File: config.mk
export PLATFORM = sky130hd
export DESIGN_NAME = pilots_remove_axis
export DESIGN_NICKNAME = d
export VERILOG_FILES = /design/src/rtl/pilots_remove_axis.sv
export SDC_FILE = /design/constraint.sdc
export NUM_CORES = 1
export LEC_CHECK = 0
export ABC_AREA = 0
export CORE_ASPECT_RATIO = 1.1
export CORE_MARGIN = 2
export CORE_UTILIZATION = 25
export CTS_BUF_LIST = sky130_fd_sc_hd__clkbuf_8
export CTS_CLUSTER_DIAMETER = 100
export DETAILED_ROUTE_END_ITERATION = 16
export DONT_BUFFER_PORTS = 1
export GPL_TIMING_DRIVEN = 0
export PLACE_DENSITY = 0.48
export SYNTH_ARGS = -nofsm -noshare
export SYNTH_HDL_FRONTEND = slang
export SYNTH_SLANG_ARGS = --single-unit
File: constraint.sdc
create_clock -name clk -period 3.15 [get_ports clk]
set_clock_uncertainty 0.1 [all_clocks]
set_input_delay 0.315 -clock clk [delete_from_list [all_inputs] [get_ports clk]]
set_output_delay 0.315 -clock clk [all_outputs]
set_load 0.01 [all_outputs]
File: src/rtl/pilots_remove_axis.sv
// RX pilot/null removal after the FFT: data bins forwarded in order, pilots to a sideband port.
// Latency 1 cycle on both ports. Data bins stall on m_axis_tready; null/pilot bins never stall.
// Optional pilot sign checker enabled by defining PILOT_SIGN_CHECK_EN.
module pilots_remove_axis #(
    parameter int          NFFT       = 64,
    parameter logic [63:0] PILOT_MASK = 64'h0200_0800_0020_0080,
    parameter logic [63:0] NULL_MASK  = 64'h0000_003F_F800_0001
`ifdef PILOT_SIGN_CHECK_EN
    ,
    parameter logic [3:0]  PILOT_POL  = 4'b0000
`endif
) (
    input  logic        clk,
    input  logic        rst,
    input  logic        s_axis_tvalid,
    output logic        s_axis_tready,
    input  logic [31:0] s_axis_tdata,
    input  logic        s_axis_tlast,
    input  logic        s_slot_last,
    output logic        m_axis_tvalid,
    input  logic        m_axis_tready,
    output logic [31:0] m_axis_tdata,
    output logic        m_axis_tlast,
    output logic        m_axis_slot_last,
    output logic        m_pilot_valid,
    output logic [31:0] m_pilot_data,
    output logic [1:0]  m_pilot_idx,
    output logic        err_tlast_unexp,
    output logic        err_tlast_miss,
    output logic [15:0] pilot_err_cnt
);
    localparam int KW = $clog2(NFFT);

    // Highest bin index that is neither null nor pilot: it carries m_axis_tlast.
    function automatic int last_data_bin(input logic [63:0] nm, input logic [63:0] pm);
        int r;
        r = 0;
        for (int i = 0; i < NFFT; i++)
            if (!nm[i] && !pm[i]) r = i;
        return r;
    endfunction

    localparam logic [KW-1:0] K_LAST_DATA = KW'(last_data_bin(NULL_MASK, PILOT_MASK));
    localparam logic [KW-1:0] K_END       = KW'(NFFT - 1);

    logic [KW-1:0] k_q, k_d;
    logic [1:0]    pidx_q, pidx_d;
    logic          is_null, is_pilot, is_data;
    logic          acc, data_acc, pil_acc, at_end, sym_end;

    logic          m_vld_q, m_last_q, m_slot_q;
    logic [31:0]   m_dat_q;
    logic          p_vld_q;
    logic [31:0]   p_dat_q;
    logic [1:0]    p_idx_q;
    logic          e_unexp_q, e_miss_q;

    assign is_null  = NULL_MASK[k_q];
    assign is_pilot = ~is_null & PILOT_MASK[k_q];
    assign is_data  = ~is_null & ~is_pilot;

    assign s_axis_tready = is_data ? (~m_vld_q | m_axis_tready) : 1'b1;
    assign acc      = s_axis_tvalid & s_axis_tready;
    assign data_acc = acc & is_data;
    assign pil_acc  = acc & is_pilot;
    assign at_end   = (k_q == K_END);
    // An early tlast also closes the symbol so the next bin restarts at k=0.
    assign sym_end  = acc & (s_axis_tlast | at_end);

    always_comb begin
        k_d    = k_q;
        pidx_d = pidx_q;
        if (acc) begin
            k_d = sym_end ? '0 : k_q + 1'b1;
            if (sym_end)      pidx_d = 2'd0;
            else if (is_pilot) pidx_d = pidx_q + 2'd1;
        end
    end

    always_ff @(posedge clk or negedge rst) begin
        if (!rst) begin
            k_q       <= '0;
            pidx_q    <= 2'd0;
            m_vld_q   <= 1'b0;
            m_dat_q   <= 32'd0;
            m_last_q  <= 1'b0;
            m_slot_q  <= 1'b0;
            p_vld_q   <= 1'b0;
            p_dat_q   <= 32'd0;
            p_idx_q   <= 2'd0;
            e_unexp_q <= 1'b0;
            e_miss_q  <= 1'b0;
        end else begin
            k_q    <= k_d;
            pidx_q <= pidx_d;
            if (data_acc) begin
                m_vld_q  <= 1'b1;
                m_dat_q  <= s_axis_tdata;
                m_last_q <= (k_q == K_LAST_DATA);
                m_slot_q <= (k_q == K_LAST_DATA) & s_axis_tlast & s_slot_last;
            end else if (m_axis_tready) begin
                m_vld_q <= 1'b0;
            end
            p_vld_q <= pil_acc;
            if (pil_acc) begin
                p_dat_q <= s_axis_tdata;
                p_idx_q <= pidx_q;
            end
            e_unexp_q <= acc & s_axis_tlast & ~at_end;
            e_miss_q  <= acc & at_end & ~s_axis_tlast;
        end
    end

    assign m_axis_tvalid    = m_vld_q;
    assign m_axis_tdata     = m_dat_q;
    assign m_axis_tlast     = m_vld_q & m_last_q;
    assign m_axis_slot_last = m_vld_q & m_slot_q;
    assign m_pilot_valid    = p_vld_q;
    assign m_pilot_data     = p_dat_q;
    assign m_pilot_idx      = p_idx_q;
    assign err_tlast_unexp  = e_unexp_q;
    assign err_tlast_miss   = e_miss_q;

`ifdef PILOT_SIGN_CHECK_EN
    logic [15:0] perr_q, perr_d;

    always_comb begin
        perr_d = perr_q;
        if (pil_acc && (s_axis_tdata[31] != PILOT_POL[pidx_q]) && (perr_q != 16'hFFFF))
            perr_d = perr_q + 16'd1;
    end

    always_ff @(posedge clk or negedge rst) begin
        if (!rst) perr_q <= 16'd0;
        else      perr_q <= perr_d;
    end

    assign pilot_err_cnt = perr_q;
`else
    assign pilot_err_cnt = 16'd0;
`endif

endmodule

==> results of run 1 <==
-- power by group through the flow --
stage | combinational, mW | sequential, mW | clock (mW)
after floorplan | 0.879 | 1.87 | 0
after global placement | 0.973 | 1.98 | 0
after detailed placement | 1.01 | 1.98 | 0
after CTS | 1.07 | 1.97 | 0.786
after global routing | 1.15 | 2.02 | 0.829
final | 1.04 | 1.96 | 0.737
-- state kept, by name, indices dropped and copies added, names as in the netlist --
signal           count
m_last_q             1
err_tlast_miss       1
m_pilot_data        32
m_axis_tdata        32
m_slot_q             1
m_pilot_idx          2
k_q                  6
m_pilot_valid        1
err_tlast_unexp      1
m_axis_tvalid        1
pidx_q               2
-- area by class of cell --
| cell class | instances | area, sq um |
|---|---|---|
| Buffer | 26 | 213 |
| Clock buffer | 9 | 124 |
| Clock inverter | 7 | 65.1 |
| Fill cell | 1420 | 9450 |
| Inverter | 9 | 33.8 |
| Multi-Input combinational cell | 142 | 1370 |
| Sequential cell | 80 | 2000 |
| Tap cell | 188 | 235 |
| Timing Repair Buffer | 34 | 358 |
-- metrics by stage --
step | total power, mW | area [sq um] | utilization
final | 3.74 | 4400 | 0.318
after global routing | 3.99 | 4400 | 0.318
after CTS | 3.83 | 4400 | 0.318
after detailed placement | 2.99 | 3850 | 0.278
after global placement | 2.96 | 3850 | 0.278
after floorplan | 2.75 | 3620 | -
-- synthesized netlist by cell type, drive strengths merged, types with 2 or more instances --
master  number  area, sq um
nor2         6         22.5
nor3         3         26.3
ha           5         62.6
nor4         3         18.8
inv          9         33.8
and2         2         12.5
nand3b       2         15.0
dfrtp       80         2000
a21oi        3         30.0
buf         25          209
nand3        4         20.0
mux2        65          837
nand2        8         30.0
o21ai        6         30.0
-- how the worst min path moves through the flow --
stage	from	end	slack, ns
final	s_slot_last	m_slot_q$_DFFE_PN0P_	0.05
after detailed placement	rst	err_tlast_unexp$_DFF_PN0_	-0.08
after floorplan	rst	err_tlast_miss$_DFF_PN0_	-0.08
after CTS	s_slot_last	m_slot_q$_DFFE_PN0P_	0.03
after global routing	s_slot_last	m_slot_q$_DFFE_PN0P_	0.04
after global placement	rst	err_tlast_unexp$_DFF_PN0_	-0.08
-- layer usage --
layer  up-vias  share of wire  track usage
met5         -              0            0
met4         0          0.013       0.0383
met3         7          0.074       0.0374
met2        72           0.49        0.158
met1      1035           0.42        0.127
li1        926              -            -
-- what timing repair did --
| action | in CTS | in global routing |
|---|---|---|
| endpoints found under the hold margin | 144 | 0 |
| resized for setup | 0 | 0 |
| hold buffers | 34 | 0 |
-- cells by family (layout without fill, tap and decap cells) --
family          Yosys count  count (layout)
xor+xnor                  2               2
simple gates             36              36
compound gates           17              17
buf+inv                  35              85
other cells               1              16
fa+ha+maj                 5               5
mux                      66              66
flops                    80              80
==> results.json, run 1 <==
{
  "outcome": "completed",
  "root_buffer": "clkbuf_8",
  "final_cell_mix": "80 x dfrtp_1, 37 x mux2_2, 33 x dlygate4sd3_1, 28 x mux2_4",
  "grt_use_total": 0.100,
  "finalHoldViolations": 0,
  "cpMostUsedCell": "ha_1",
  "start_kind": "flip-flop",
  "wire_per_inst_um": 15.0,
  "fin_crit_ns": 2.56,
  "cap_violations": 0,
  "tns_ns": 0,
  "dpl_worst_slack_ns": 0.521,
  "clockPowerShare": 0.197,
  "p_int_mw": 2.47,
  "slew_viol_final": 0,
  "final_cells": 495,
  "max-vdd-ir-drop_mv": 0.306,
  "hold_class": "input pin to flip-flop",
  "path_cells": "ha_1 -> inv_1 -> ha_1 -> nand3b_1 -> a21oi_2 -> or2_4 -> nor3_4 -> buf_6 -> mux2_4",
  "cts_buffers": 9,
  "initial_core_util": 0.257,
  "relSlewSlack": 0.486,
  "worstSetupEndpointType": "flip-flop",
  "postLayoutSetupSlackWorst_ns": 0.589,
  "power_switching_mw": 1.27,
  "pwr-share-seq": 0.523,
  "place_congestion": 0.738,
  "ys_async_sr_fraction": 1.00,
  "switching_share": 0.341,
  "ff2ff_setup_slack_ns": 0.59,
  "r2r_start": "k_q[1]$_DFFE_PN0N_",
  "ys_seq_area_frac": 0.562,
  "antenna_found_initial": 0,
  "core-area_sq_mm": 0.0139,
  "syn_to_final_growth_pct": 23.5,
  "report.final.setup_viol": 0,
  "grt_pass1_vias": 2089,
  "diodes": 0,
  "yosysUniqueCellTypes": 42,
  "cts.sinks": 80,
  "rsz0062_at_grt": "false",
  "grt_pass1_wl_um": 11800,
  "synth_area_sq_mm": 0.00356,
  "synth_edf_count": 0,
  "cp-endpoint": "m_axis_tdata[17]$_DFFE_PN0P_",
  "worst_pin_slew_ns": 0.769,
  "holdPathStages": 2,
  "muxShareOfSynthArea": 0.238,
  "crit_buf_inv": 2,
  "dp_hpwl_um": 5010,
  "grt_max_degree": 81,
  "crit_arrival_ns": 2.70,
  "die_h_um": 129,
  "nNetsFinal": 345,
  "critPathSlowestCell": "dfrtp_1",
  "yosys.area_share.simple": 0.0586,
  "clock.fmax_mhz": 390,
  "layout_commonest_cell": "dfrtp_1",
  "drt_iter0_markers": 40,
  "worst-r2r-cell-count": 9,
  "firstDrtPassIters": 3,
  "reg2reg_to": "m_axis_tdata[17]$_DFFE_PN0P_",
  "cts_setup_buffers": 0,
  "combPwrFrac": 0.279,
  "pin_count": 127,
  "leakage_nw": 1.97,
  "path_class": "flip-flop to flip-flop",
  "cts_tree": "yes",
  "min_period_over_period": 0.813,
  "drc_errors": 0,
  "syn_inst": 242,
  "power_density_mw_per_mm2": 850,
  "clock_latency_ns": 0.35,
  "ys_warn_count": 0,
  "synth-xor-area-share": 0.00492,
  "postSynthAreaPerCell_sq_um": 14.7,
  "rows": 45,
  "crit_cells": 9,
  "synth_compound_area_frac": 0.0492,
  "die_w_um": 118,
  "critPathTopFamily": "simple AND/OR/NAND/NOR gates",
  "gr-total-overflow": 0,
  "clk_pin_slew_ns": 0.08,
  "vias": 2040,
  "clock_path_buffers": 2,
  "crit_path_start": "k_q[1]$_DFFE_PN0N_",
  "worstPathMaxFanout": 10,
  "cp_data_required_time_ns": 3.29,
  "finalHoldWorstSlack_ns": 0.0496,
  "viasPerCell": 4.12,
  "ys_seq_elements": 80,
  "drtAntennaViolNets": 0,
  "synth_ff_type": "dfrtp_1",
  "synth_top_family_by_area": "multiplexers",
  "critPathMaxStageDelay_ns": 0.46,
  "io_buffers": 0,
  "h-tree-depth": 3,
  "dp.cells": 445,
  "synthAdderAreaFrac": 0.0176,
  "drt-total-wl_um": 7410,
  "dieArea_sq_mm": 0.0152,
  "drive_gt1_frac": 0.368
}
Power figures use the tool's default switching activity.
==> inputs of run 2 (changes only) <==
--- a/config.mk
+++ b/config.mk
@@ -5,7 +5,7 @@
 export SDC_FILE = /design/constraint.sdc
 export NUM_CORES = 1
 export LEC_CHECK = 0
-export ABC_AREA = 0
+export ABC_AREA = 1
 export CORE_ASPECT_RATIO = 1.1
 export CORE_MARGIN = 2
 export CORE_UTILIZATION = 25
@@ -14,7 +14,7 @@
 export DETAILED_ROUTE_END_ITERATION = 16
 export DONT_BUFFER_PORTS = 1
 export GPL_TIMING_DRIVEN = 0
-export PLACE_DENSITY = 0.48
+export PLACE_DENSITY = 0.5
 export SYNTH_ARGS = -nofsm -noshare
 export SYNTH_HDL_FRONTEND = slang
 export SYNTH_SLANG_ARGS = --single-unit
==> constraint.sdc (replaced) <==
create_clock -name clk -period 2.3 [get_ports clk]
set_clock_uncertainty 0.1 [all_clocks]
set_input_delay 0.23 -clock clk [delete_from_list [all_inputs] [get_ports clk]]
set_output_delay 0.23 -clock clk [all_outputs]
set_load 0.01 [all_outputs]
==> run 2 against run 1 <==
  * Synthesized cell count grew 57%
  * Synthesized area shrank 3.1%
  * Clock power grew 40%
  * Largest cell class unchanged
  * Clock-buffer cell count is the same
  * Register-to-register slack lost 0.34 ns
  * Combinational power shrank 28%
==> results.json, run 2 <==
{
  "outcome": "completed",
  "h-tree-depth": 3,
  "root_buffer": "clkbuf_8",
  "synthTopCellsByCount": "105 x nand2_1, 80 x dfrtp_1, 52 x inv_1, 37 x o21ai_0, 20 x o21ai_1",
  "grt_max_degree": 81,
  "drt_iter0_markers": 145,
  "ys_seq_area_frac": 0.580,
  "ys_async_sr_fraction": 1.00,
  "yosysUniqueCellTypes": 23,
  "leakage_nw": 2.25,
  "dieArea_sq_mm": 0.0148,
  "placed_area_sq_mm": 0.00375,
  "postSynthAreaPerCell_sq_um": 9.11,
  "firstDrtPassIters": 4,
  "grt_pass1_wl_um": 13900,
  "grt_use_total": 0.126,
  "cts_tree": "yes",
  "start_kind": "flip-flop",
  "syn_inst": 379,
  "min_period_over_period": 0.891,
  "drtAntennaViolNets": 0,
  "syn_to_final_growth_pct": 25.6,
  "vias": 2644,
  "drt-total-wl_um": 8960,
  "yosysTopAreaCellShare": 0.580,
  "finalHoldWorstSlack_ns": 0.0368,
  "synth_area_sq_mm": 0.00345,
  "ys_seq_elements": 80,
  "hold_class": "input pin to flip-flop",
  "finalHoldViolations": 0,
  "cts_setup_buffers": 0,
  "tns_ns": 0,
  "critPathSlowestCell": "dfrtp_1",
  "slew_viol_final": 0,
  "yosysTopAreaCell": "dfrtp_1",
  "wire_per_inst_um": 14.1,
  "cp_data_required_time_ns": 2.46,
  "synth_edf_count": 0,
  "core-area_sq_mm": 0.0137,
  "drive_gt1_frac": 0.145,
  "nNetsFinal": 486,
  "fin_crit_ns": 2.05,
  "die_w_um": 116,
  "layout_commonest_cell": "nand2_1",
  "finalInstanceArea_sq_mm": 0.00434,
  "path_class": "flip-flop to flip-flop",
  "synth_most_common_cell": "nand2_1",
  "power_density_mw_per_mm2": 905,
  "initial_core_util": 0.252,
  "rows": 45,
  "gr-total-overflow": 0,
  "critPathMaxStageDelay_ns": 0.44,
  "max-vdd-ir-drop_mv": 0.293,
  "finalPower_mw": 3.93,
  "die_h_um": 127,
  "place_congestion": 0.773,
  "rsz0062_at_grt": "false",
  "drc_errors": 0,
  "report.final.setup_viol": 0,
  "critPathTopFamily": "simple AND/OR/NAND/NOR gates",
  "synth_ff_type": "dfrtp_1",
  "final_cell_mix": "105 x nand2_1, 80 x dfrtp_1, 53 x inv_1, 37 x o21ai_0, 37 x dlygate4sd3_1",
  "cts_buffers": 9,
  "path_cells": "ha_1 -> inv_1 -> ha_1 -> nor2_1 -> nor2_1 -> nand2_1 -> nand2_2 -> nand4_2 -> buf_6 -> buf_6 -> nand2_1 -> o21ai_1",
  "io_buffers": 0,
  "cap_violations": 0,
  "worstPathMaxFanout": 10,
  "cts.sinks": 80,
  "viasPerCell": 4.16,
  "yosys-top-cells-area": "dfrtp_1 58%, nand2_1 11%, inv_1 5.7%",
  "pin_count": 127,
  "dp_hpwl_um": 6040,
  "worstSetupEndpointType": "flip-flop",
  "clock_latency_ns": 0.37,
  "antenna_found_initial": 0,
  "clk_pin_slew_ns": 0.08,
  "crit_buf_inv": 3,
  "ys_warn_count": 0,
  "diodes": 0,
  "crit_arrival_ns": 2.20,
  "grt_pass1_vias": 2558,
  "clock.fmax_mhz": 488,
  "clock_path_buffers": 2
}
==> run 2: repair_timing <==
| action | 4_1_cts | 5_1_grt |
|---|---|---|
| resized for setup | 0 | 7 |
| hold buffers | 38 | 0 |
| endpoints found under the setup margin | 0 | 19 |
| hold endpoints to repair | 150 | 0 |
==> run 2: layout make-up <==
cell class	count	area, sq um
timing repair buffer	38	398
fill	1473	9340
inverter	54	203
clock buffer	9	124
sequential	80	2000
buffer	32	234
tap	188	235
multi-input combinational	228	1080
clock inverter	7	63.8
==> run 2: layer usage <==
layer,share of wire,up-vias,GRT usage
met3,0.061,12,0.0389
met4,0.021,0,0.0651
li1,-,1275,-
met2,0.47,76,0.197
met5,0,-,0
met1,0.45,1281,0.157
==> run 2: path summary, 6_finish.rpt <==
kind / from / to / slack [ns] / cells past startpoint
worst max-delay path: k_q[0]$_DFFE_PN0N_ / m_axis_tdata[27]$_DFFE_PN0P_ / 0.25 / 12
max in group asynchronous: rst / m_pilot_data[10]$_DFFE_PN0P_ / 1.46 / 2
worst min-delay path: s_axis_tvalid / m_pilot_idx[0]$_DFFE_PN0P_ / 0.04 / 2
worst max register to register: k_q[0]$_DFFE_PN0N_ / m_axis_tdata[27]$_DFFE_PN0P_ / 0.25 / 12
min in group asynchronous: rst / m_pilot_data[28]$_DFFE_PN0P_ / 0.31 / 2
worst min register to register: m_last_q$_DFFE_PN0P_ / m_last_q$_DFFE_PN0P_ / 0.40 / 2
==> run 2: metrics by stage <==
stage	setup WS, ns	std cells	utilization
after global routing	0.0286	636	0.317
after floorplan	0.518	394	-
after CTS	0.162	636	0.317
after detailed placement	0.183	582	0.274
after global placement	0.251	582	0.274
final	0.251	636	0.317
==> run 2: logic make-up (layout without fill, tap and decap cells) <==
logic type	Yosys count	count (layout)	share of synthesized area
AO/OA/AOI/OAI	68	68	0.109
XOR/XNOR	3	3	0.00761
adder cells (fa/ha/maj)	5	5	0.0181
buffers and inverters	86	140	0.124
flip-flops	80	80	0.580
other	1	16	0.00109
AND/OR/NAND/NOR	136	136	0.160
==> run 2: report_power, final <==
part | internal [mW] | switching (mW)
Combinational | 0.305 | 0.445
Sequential | 1.74 | 0.413
Clock | 0.492 | 0.539
Total | 2.53 | 1.40
